$ cat config.mk
export PLATFORM = sky130hd
export DESIGN_NAME = led_bank_write_arbiter
export DESIGN_NICKNAME = d
export VERILOG_FILES = /design/src/rtl/led_bank_pkg.sv /design/src/rtl/led_bank_write_arbiter.sv
export SDC_FILE = /design/constraint.sdc
export NUM_CORES = 1
export LEC_CHECK = 0
export BUFFER_PORTS_ARGS = -buffer_cell sky130_fd_sc_hd__buf_2
export CAP_MARGIN = 20
export CORE_ASPECT_RATIO = 0.9
export CORE_MARGIN = 2
export CORE_UTILIZATION = 40
export CTS_CLUSTER_DIAMETER = 40
export CTS_CLUSTER_SIZE = 12
export DETAILED_ROUTE_END_ITERATION = 16
export PLACE_DENSITY_LB_ADDON = 0.08
export SLEW_MARGIN = 30
export SYNTH_ARGS = -nofsm -noshare
export SYNTH_HDL_FRONTEND = slang
export SYNTH_SLANG_ARGS = --single-unit
export TNS_END_PERCENT = 5
$ cat constraint.sdc
create_clock -name clk_i -period 2 [get_ports clk_i]
set_input_delay 0.2 -clock clk_i [delete_from_list [all_inputs] [get_ports clk_i]]
set_output_delay 0.2 -clock clk_i [all_outputs]
set_load 0.02 [all_outputs]
$ cat src/rtl/led_bank_pkg.sv
// Shared types for the LED bank write arbiter and its register bank.
package led_bank_pkg;

  localparam int NumReq = 2;

  typedef enum logic [1:0] {
    IDLE,
    WRITE,
    CHECK
  } state_e;

  typedef logic [$clog2(NumReq)-1:0] req_idx_t;

  // A lone requester always wins; under contention the round-robin pointer decides.
  function automatic req_idx_t pick_winner(input logic [NumReq-1:0] req, input req_idx_t prio);
    if (req == 2'b11) return prio;
    else if (req[1])  return req_idx_t'(1);
    else              return req_idx_t'(0);
  endfunction

endpackage

$ cat src/rtl/led_bank_write_arbiter.sv
// Two-requester write arbiter for the LED register bank: grants one write,
// pulses the cell enable, then confirms the write from the cell readback.
module led_bank_write_arbiter
  import led_bank_pkg::*;
#(
  parameter int NumRegs   = 10,
  parameter int AddrWidth = 4
) (
  input  logic                              clk_i,
  input  logic                              rst_ni,
  input  logic [NumReq-1:0]                 req_i,
  input  logic [NumReq-1:0][AddrWidth-1:0]  addr_i,
  input  logic [NumReq-1:0]                 data_i,
  output logic [NumReq-1:0]                 ack_o,
  output logic                              err_o,
  output logic [NumRegs-1:0]                en_o,
  output logic                              d_o,
  input  logic [NumRegs-1:0]                q_i
);

  state_e                 state_q, state_d;
  req_idx_t               prio_q, prio_d;
  req_idx_t               id_q, id_d;
  logic [AddrWidth-1:0]   addr_q, addr_d;
  logic                   data_q, data_d;
  logic                   rng_err_q, rng_err_d;
  logic [NumRegs-1:0]     en_q, en_d;

  req_idx_t               win;
  logic [AddrWidth-1:0]   win_addr;
  logic                   rd_bit;

  assign win      = pick_winner(req_i, prio_q);
  assign win_addr = addr_i[win];

  // Next-state, transaction capture and one-hot enable decode.
  always_comb begin
    // NOTE: every variable gets a default before the case so no path leaves it unassigned (no latches).
    state_d   = state_q;
    prio_d    = prio_q;
    id_d      = id_q;
    addr_d    = addr_q;
    data_d    = data_q;
    rng_err_d = rng_err_q;
    en_d      = '0;
    unique case (state_q)
      IDLE: begin
        if (|req_i) begin
          id_d      = win;
          addr_d    = win_addr;
          data_d    = data_i[win];
          rng_err_d = ({1'b0, win_addr} >= (AddrWidth + 1)'(NumRegs));
          if (rng_err_d) begin
            state_d = CHECK;
          end else begin
            state_d = WRITE;
            for (int i = 0; i < NumRegs; i++) en_d[i] = (win_addr == AddrWidth'(i));
          end
        end
      end
      WRITE: state_d = CHECK;
      CHECK: begin
        // With two requesters the one not served is simply the other index.
        prio_d  = ~id_q;
        state_d = IDLE;
      end
      default: state_d = IDLE;
    endcase
  end

  // FSM state, round-robin pointer, latched transaction and registered enables.
  always_ff @(posedge clk_i or negedge rst_ni) begin
    if (!rst_ni) begin
      state_q   <= IDLE;
      prio_q    <= '0;
      id_q      <= '0;
      addr_q    <= '0;
      data_q    <= 1'b0;
      rng_err_q <= 1'b0;
      en_q      <= '0;
    end else begin
      // NOTE: non-blocking assignments so every flop samples pre-edge values.
      state_q   <= state_d;
      prio_q    <= prio_d;
      id_q      <= id_d;
      addr_q    <= addr_d;
      data_q    <= data_d;
      rng_err_q <= rng_err_d;
      en_q      <= en_d;
    end
  end

  // Select the readback bit of the latched cell; out-of-range addresses read 0.
  always_comb begin
    rd_bit = 1'b0;
    for (int i = 0; i < NumRegs; i++) begin
      if (addr_q == AddrWidth'(i)) rd_bit = q_i[i];
    end
  end

  assign en_o  = en_q;
  assign d_o   = data_q;
  assign ack_o = (state_q == CHECK) ? (NumReq'(1) << id_q) : '0;
  assign err_o = (state_q == CHECK) && (rng_err_q || (rd_bit != data_q));

endmodule
==> results of run 1 <==
[per-stage QoR]
stage               worst slack, ns  hold slack [ns]  TNS [ns]  total power, mW
CTS                        0.009400           0.2053         0            1.429
global placement             0.2769           0.1668         0            1.225
global route               -0.04930           0.2805  -0.04930            1.604
floorplan                    0.1954         -0.09559         0            1.058
detailed placement           0.2411           0.1676         0            1.243
finish                      0.09034           0.2157         0            1.477
[registers in the layout (all words and copies together), names as in the netlist]
| name | cells |
|---|---|
| addr_q | 4 |
| d_o | 1 |
| en_o | 10 |
| id_q | 1 |
| prio_q | 1 |
| rng_err_q | 1 |
| state_q | 2 |
[layout make-up]
class	count	area, sq um	share of cell area [%]
tap	27	33.78	2.752
timing repair buffer	39	202.7	16.51
multi-input combinational	63	454.2	37.00
clock buffer	3	22.52	1.835
inverter	3	11.26	0.9174
sequential	20	503.0	40.98
[cell usage after synthesis, types with 2 or more instances]
cell type / number
dfrtp_1: 20
nor4_1: 11
mux2i_1: 8
nand2_1: 8
o21ai_0: 6
and3_1: 3
inv_1: 3
a21o_1: 2
clkbuf_1: 2
nand2b_1: 2
nor2_1: 2
nor3_1: 2
o21a_1: 2
o32ai_1: 2
or2_2: 2
or3_1: 2
[how the worst min path moves through the flow]
| stage | startpoint | endpoint | slack (ns) |
|---|---|---|---|
| after floorplan | rst_ni | addr_q[0] | -0.1 |
| after global placement | rst_ni | en_o[1] | 0.17 |
| after detailed placement | rst_ni | addr_q[0] | 0.17 |
| after CTS | data_i[0] | d_o | 0.21 |
| after global routing | data_i[0] | d_o | 0.28 |
| final | data_i[0] | d_o | 0.22 |
[power by group through the flow]
| stage | combinational (mW) | clock, mW | sequential [mW] |
|---|---|---|---|
| final | 0.641 | 0.185 | 0.651 |
| after CTS | 0.600 | 0.190 | 0.639 |
| after floorplan | 0.435 | 0 | 0.624 |
| after global placement | 0.585 | 0 | 0.640 |
| after global routing | 0.719 | 0.212 | 0.672 |
| after detailed placement | 0.597 | 0 | 0.646 |
[routing by layer]
| metal | GRT usage [%] | vias to the layer above | wire length, microns |
|---|---|---|---|
| li1 | - | 417 | - |
| met1 | 20.70 | 385 | 959 |
| met2 | 28.17 | 26 | 1087 |
| met3 | 5.928 | 4 | 148 |
| met4 | 6.098 | 0 | 23 |
| met5 | 0 | - | 0 |
[layout by cell type (no fill, tap or decap), types with 2 or more instances in the layout]
cell,count
clkbuf_4,3
or2_2,2
nor2_1,2
nor4_1,11
inv_1,3
o21ai_0,6
o21a_1,2
and3_1,3
mux2i_1,7
nor3_1,2
dfrtp_2,2
nand2b_1,2
nand2_1,8
or3_1,2
buf_2,37
a21o_1,2
dfrtp_1,18
[critical path: stages, from the launching register on]
cell	delay, ns
dfrtp_2	0.47
mux2i_1	0.26
o32ai_2	0.11
o2111ai_1	0.20
nor3b_2	0.18
buf_2	0.18
[cell families after synthesis]
family	after synthesis	share of synthesized area, %
mux	10	10.83
buf+inv	6	2.510
flops	20	52.84
compound gates	20	14.80
simple gates	33	19.02
[timing repair]
action                                  in CTS  in global routing
endpoints found under the setup margin       1                  1
pin swaps                                    0                  2
cloned                                       0                  0
hold buffers                                 1                  0
hold endpoints to repair                    20                  0
resized for setup                            1                  7
==> impl_metrics.tcl, run 1 <==
set metrics [dict create \
    antenna_found_initial 0 \
    critPathRequiredTime_ns 1.80 \
    crit_path_start_kind "register" \
    drt_iter0_drc 16 \
    synth_top_cell_area_share_pct 52.84 \
    dp.cells 151 \
    synth_edf_count 0 \
    yosysWarnings 0 \
    drc 0 \
    maxCapViolCount 0 \
    slew_headroom_pct 61.44 \
    synthFlopType "dfrtp_1" \
    antenna_left 0 \
    fin_crit_ns 1.910 \
    swShare_pct 40.63 \
    drt-total-wl_mm 2.219 \
    status "finished, final reports clean" \
    layout-drive-gt1-share_pct 39.84 \
    synth_seq_area_share_pct 52.84 \
    reg2reg_from "state_q[1]" \
    die_area_sq_um 2774 \
    rows 16 \
    dr.pass1.iters 4 \
    instances_no_fill 155 \
    synth_seq_cells 20 \
    async_reset_ff_share_pct 100.0 \
    hp-class "input port to register" \
    criticalPathCategory "register to output pin" \
    synth_cells 89 \
    skew_ns 0.006225 \
    avgViaCountPerCell 5.368 \
    overflow 0 \
    cts_buffer_depth 2 \
    grt_pass1_vias 797 \
    p_int_mw 0.8769 \
    htreeDepth 1 \
    clk_latency_ns 0.30 \
    tritoncts "done" \
    avgSynthCellArea_sq_um 10.64 \
    ios 38 \
    clock-sinks 20 \
    hold_depth 3 \
    vias 832 \
    p_seq_share_pct 44.1 \
    power_switching_mw 0.6002 \
    ir_worst_vdd_v 0.0008874 \
    diodes 0 \
    io_buffers 37 \
    core_area_sq_um 2202 \
    final_cell_area_sq_um 1227 \
    startpoint "addr_q[0]" \
    rrSetupSlack_ns 0.23 \
    netlist_area_sq_um 947.2 \
    die_h_microns 50.17 \
    fp.dieW_microns 55.30 \
    maxSlewViolCount 0 \
    grt_max_degree 21 \
    fillCellCount 203 \
    fin_util_pct 55.74 \
    reg2reg_depth 3 \
    clock.fmax_mhz 523.7 \
    dp_hpwl_mm 1.730 \
    arrival_ns 1.71 \
    final.period_utilization_pct 95.48 \
    power_density_nw_per_um2 1203 \
    post_cts_buffers 0 \
    rsz0062_at_grt "yes" \
    crit_end "err_o" \
    gp_congestion 0.8298 \
    end_kind "output pin" \
    avgRoutedWirePerCell_microns 14.32 \
    grt_pass1_wl_mm 3.560 \
    place_area_sq_um 1161 \
    pwr-share-clk_pct 12.5 \
    setup_viol 0 \
    cts_buffers 3 \
    syn2layout_area_growth_pct 29.59 \
    leakage_nw 0.6214 \
    synth_largest_area_cell "dfrtp_1" \
    reg2reg_to "en_o[1]" \
    nets 154 \
    path_max_fanout 6 \
    cts-root-buf "clkbuf_4" \
    synth.distinct_cells 28 \
    syn-num-nets 113 \
    cts.reportedPaths.clkPinSlew_ns 0.10 \
    grt_usage_pct 17.02 \
    hold_viol_final 0 \
    p_comb_share_pct 43.4 \
    synthTopCellsByArea "dfrtp_1, mux2i_1, nor4_1, o21ai_0, nand2_1" \
    start_util_pct 43.01 \
    tightest_slew_ns 0.5770 \
]
Note: power is estimated with default switching activity, not from simulation.
==> inputs of run 2 (changes only) <==
CORE_ASPECT_RATIO = default   (was 0.9)
==> run 2 against run 1 <==
Compared with the run above:
- register-to-register slack got worse by 0.02 ns
- critical path depth unchanged
- via count decreased by 0.24%
- first-iteration DRC count decreased by 50%
- wire length decreased by 9.1%
- critical path type unchanged
- largest cell class unchanged
==> impl_metrics.tcl, run 2 (same netlist as run 1, synthesis figures left out) <==
set metrics [dict create \
    maxSlewViolCount 0 \
    rows 17 \
    hold_viol_final 0 \
    slowest_stage "dfrtp_2" \
    fillCellCount 212 \
    crit_buf_inv 1 \
    dr.pass1.iters 3 \
    place_area_sq_um 1162 \
    reg2reg_from "prio_q" \
    layout-drive-gt1-share_pct 37.98 \
    grt_pass1_wl_mm 3.284 \
    setup_slack_ns 0.1239 \
    hold_start "data_i[1]" \
    dpl_worst_slack_ns 0.2147 \
    criticalPathCategory "register to output pin" \
    status "finished, final reports clean" \
    tritoncts "done" \
    hp-class "input port to register" \
    ios 38 \
    largest_reg_flops 10 \
    start_util_pct 42.41 \
    crit_chain "mux2i_2 -> o32ai_2 -> nor4_1 -> nor3b_2 -> buf_2" \
    crit_family "flip-flops" \
    setup_viol 0 \
    gp_congestion 0.7810 \
    dp.cells 152 \
    fin_crit_ns 1.876 \
    avgViaCountPerCell 5.287 \
    hold_ws_ns 0.2224 \
    arrival_ns 1.68 \
    hold_depth 3 \
    clock-sinks 20 \
    vias 830 \
    nets 154 \
    syn2layout_area_growth_pct 29.46 \
    maxCapViolCount 0 \
    final_common_cell "buf_2" \
    rrSetupSlack_ns 0.21 \
    dp_hpwl_mm 1.636 \
    diodes 0 \
    reg2reg_to "state_q[1]" \
    seq_area_sq_um 501.7 \
    clock.fmax_mhz 533.0 \
    rsz0062_at_grt "yes" \
    skew_ns 0.001652 \
    grt_max_degree 21 \
    layout_common_cells "buf_2, dfrtp_1, nor4_1" \
    cts_buffer_depth 2 \
    leakage_nw 0.6268 \
    htreeDepth 1 \
    ir_worst_vdd_v 0.0007330 \
    clk_latency_ns 0.28 \
    total_power_mw 1.480 \
    slew_headroom_pct 55.66 \
    drt-total-wl_mm 2.016 \
    final.period_utilization_pct 93.81 \
    path_max_fanout 6 \
    avgRoutedWirePerCell_microns 12.84 \
    grt_usage_pct 15.95 \
    grt_pass1_vias 768 \
    post_cts_buffers 0 \
    critPathRequiredTime_ns 1.80 \
    tightest_slew_ns 0.6634 \
    drt_iter0_drc 8 \
    die_h_microns 52.66 \
    antenna_left 0 \
    die_area_sq_um 2773 \
    cts.reportedPaths.clkPinSlew_ns 0.11 \
    io_buffers 37 \
    hold_end "d_o" \
    end_kind "output pin" \
    overflow 0 \
    antenna_found_initial 0 \
    fp.dieW_microns 52.66 \
    slowest_delay_ns 0.48 \
    cts_buffers 3 \
    multi_input_area_sq_um 439.2 \
    crit_path_start_kind "register" \
    drc 0 \
    cts-root-buf "clkbuf_4" \
    reg2reg_depth 4 \
    final_cell_area_sq_um 1226 \
    instances_no_fill 157 \
    power_density_nw_per_um2 1207 \
    core_area_sq_um 2233 \
]
[run 2: cell count changes in the layout (fill, tap and decap cells not counted)]
cell	before	now
dfrtp_2	2	1
clkbuf_8	0	1
o311ai_1	0	1
a32oi_2	1	0
o311ai_2	1	0
a32oi_1	0	1
dfrtp_1	18	19
[run 2: final cells by class]
type / instances / share of cell area (%)
tap: 28 / 2.857
inverter: 3 / 0.9184
sequential: 20 / 40.92
multi-input combinational: 63 / 35.82
clock buffer: 4 / 2.959
timing repair buffer: 39 / 16.53
[run 2: worst min-delay path, cell delays in order]
cell and delay [ns]:
buf_2 0.08, mux2i_1 0.06, o21ai_0 0.13
[run 2: per-stage QoR]
step | util, % | TNS, ns
global placement | 52.04 | 0
CTS | 54.12 | 0
detailed placement | 52.04 | 0
global route | 54.90 | -0.01772
floorplan | - | 0
finish | 54.90 | 0
[run 2: worst max-delay path by stage]
| stage | slack [ns] | cells past startpoint | startpoint | end |
|---|---|---|---|---|
| finish | 0.12 | 5 | addr_q[0] | err_o |
| global placement | 0.22 | 4 | prio_q | state_q[1] |
| detailed placement | 0.21 | 4 | prio_q | state_q[1] |
| floorplan | 0.20 | 5 | addr_q[0] | err_o |
| global route | -0.02 | 5 | addr_q[0] | err_o |
| CTS | 0.006 | 5 | addr_q[0] | err_o |
[run 2: repair_timing]
item / in CTS / in global routing
resized for setup: 0 / 5
hold buffers: 1 / 0
endpoints found under the hold margin: 20 / 0
setup endpoints to repair: 0 / 1
[run 2: power by group]
part	total (mW)	internal [mW]	switching [mW]	leakage, nW
logic	0.617	0.278	0.339	0.345
clock network	0.225	0.111	0.114	0.0210
registers	0.639	0.516	0.123	0.261
total	1.48	0.904	0.576	0.627
[run 2: layer usage]
metal	routed length [microns]	up-vias	track usage, %	share of wire [%]
met5	0	-	0	0
met4	17	0	5.128	0.84
met3	129	2	3.143	6.4
met2	972	23	26.04	48
met1	896	385	21.13	44
li1	-	420	-	-
==> inputs of run 3 (changes only) <==
ABC_CLOCK_PERIOD_IN_PS = 2000   (was default)
CTS_BUF_LIST = sky130_fd_sc_hd__clkbuf_4 sky130_fd_sc_hd__clkbuf_8   (was default)
REMOVE_ABC_BUFFERS = 1   (was default)
==> run 3 against run 2 <==
Compared with the run above:
- critical path type unchanged
- combinational power rose by 4.5%
- highest routed layer unchanged
- critical path depth did not move
- largest power group unchanged
- largest cell class unchanged
- clock skew rose by 0.0041 ns
==> impl_metrics.tcl, run 3 (same netlist as run 1, synthesis figures left out) <==
set metrics [dict create \
    cts_buffers 3 \
    ir_worst_vdd_v 0.0007791 \
    critPathRequiredTime_ns 1.80 \
    layout_common_cells "buf_2, dfrtp_1, nor4_1" \
    grt_pass1_vias 780 \
    dpl_worst_slack_ns 0.2464 \
    die_h_microns 52.66 \
    overflow 0 \
    setup_slack_ns 0.08138 \
    rsz0062_at_grt "yes" \
    clock-sinks 20 \
    reg2reg_to "en_o[4]" \
    grt_pass1_wl_mm 3.539 \
    io_buffers 37 \
    wl_met3_microns 114 \
    wl_met1_mm 1.044 \
    status "finished, final reports clean" \
    multi_input_area_sq_um 459.2 \
    startpoint "addr_q[1]" \
    setup_viol 0 \
    largest_reg_flops 10 \
    crit_path_start_kind "register" \
    avgViaCountPerCell 5.312 \
    maxCapViolCount 0 \
    reg2reg_from "state_q[1]" \
    grt_max_degree 21 \
    core_area_sq_um 2233 \
    slowest_stage "dfrtp_1" \
    nets 154 \
    clk_latency_ns 0.31 \
    diodes 0 \
    reg2reg_depth 3 \
    final_common_cell "buf_2" \
    tns_ns 0 \
    crit_end "err_o" \
    slew_headroom_pct 67.82 \
    cts_buffer_depth 2 \
    layout-drive-gt1-share_pct 40.31 \
    fp.dieW_microns 52.66 \
    grt_usage_pct 17.97 \
    htreeDepth 1 \
    skew_ns 0.005717 \
    die_area_sq_um 2773 \
    antenna_left 0 \
    arrival_ns 1.72 \
    seq_area_sq_um 501.7 \
    fin_crit_ns 1.919 \
    fillCellCount 204 \
    rrSetupSlack_ns 0.26 \
    dp.cells 152 \
    power_density_nw_per_um2 1288 \
    fin_util_pct 56.53 \
    antenna_found_initial 0 \
    route.met2.wl_microns 977 \
    drc 0 \
    instances_no_fill 157 \
    ios 38 \
    top_layer "met4" \
    slowest_delay_ns 0.47 \
    start_util_pct 42.41 \
    hold_ws_ns 0.2150 \
    drt-total-wl_mm 2.184 \
    tritoncts "done" \
    dr.pass1.iters 4 \
    cts-root-buf "clkbuf_4" \
    crit_chain "or2_2 -> o22ai_1 -> o2111ai_1 -> nor3b_2 -> buf_2" \
    gp_congestion 0.7586 \
    hp-class "input port to register" \
    leakage_nw 0.6377 \
    tightest_slew_ns 0.4693 \
    avgRoutedWirePerCell_microns 13.91 \
    vias 834 \
    end_kind "output pin" \
    post_cts_buffers 0 \
    path_max_fanout 6 \
    hold_viol_final 0 \
    dp_hpwl_mm 1.608 \
    drt_iter0_drc 13 \
    final.period_utilization_pct 95.93 \
    clock.fmax_mhz 521.2 \
    syn2layout_area_growth_pct 33.29 \
    maxSlewViolCount 0 \
    rows 17 \
    cts.reportedPaths.clkPinSlew_ns 0.11 \
    criticalPathCategory "register to output pin" \
]
[run 3: worst min path at each step]
stage | endpoint | startpoint | slack [ns] | depth (start not counted)
after floorplan | addr_q[0] | rst_ni | -0.1 | 0
after global placement | addr_q[0] | rst_ni | 0.17 | 1
after detailed placement | en_o[4] | rst_ni | 0.17 | 1
after CTS | d_o | data_i[1] | 0.23 | 3
after global routing | d_o | data_i[1] | 0.23 | 3
final | d_o | data_i[1] | 0.22 | 3
[run 3: critical path: cells and delay by family, from the launching register on]
| family | cells | cell delay [ns] |
|---|---|---|
| AND/OR/NAND/NOR | 2 | 0.48 |
| flip-flops | 1 | 0.47 |
| AO/OA/AOI/OAI | 2 | 0.29 |
| buffers and inverters | 1 | 0.17 |
[run 3: per-layer routing]
metal	vias up	global-route usage, %
met2	32	26.67
met4	0	10.26
met1	378	24.64
met5	-	0
li1	419	-
met3	5	2.857
[run 3: what timing repair did]
action / 4_1_cts / 5_1_grt
hold buffers: 1 / 0
pin swaps: 0 / 2
resized for setup: 2 / 6
hold endpoints to repair: 20 / 0
setup endpoints to repair: 1 / 2
[run 3: through the flow]
step	cell area (sq um)	total power [mW]
floorplan	934.6	1.042
global placement	1162	1.224
detailed placement	1162	1.238
CTS	1234	1.590
global route	1262	1.743
finish	1262	1.626
[run 3: final cells by class]
class	instances	area share, %
flip-flops and latches	20	39.74
repair buffers	39	16.06
inverters	3	0.8920
well taps	28	2.775
clock inverters	1	2.379
multi-input cells	63	36.37
clock buffers	3	1.784
[run 3: power by group]
group / switching [mW] / internal, mW
logic: 0.355 / 0.290
registers: 0.136 / 0.516
clock network: 0.127 / 0.203
total: 0.618 / 1.01
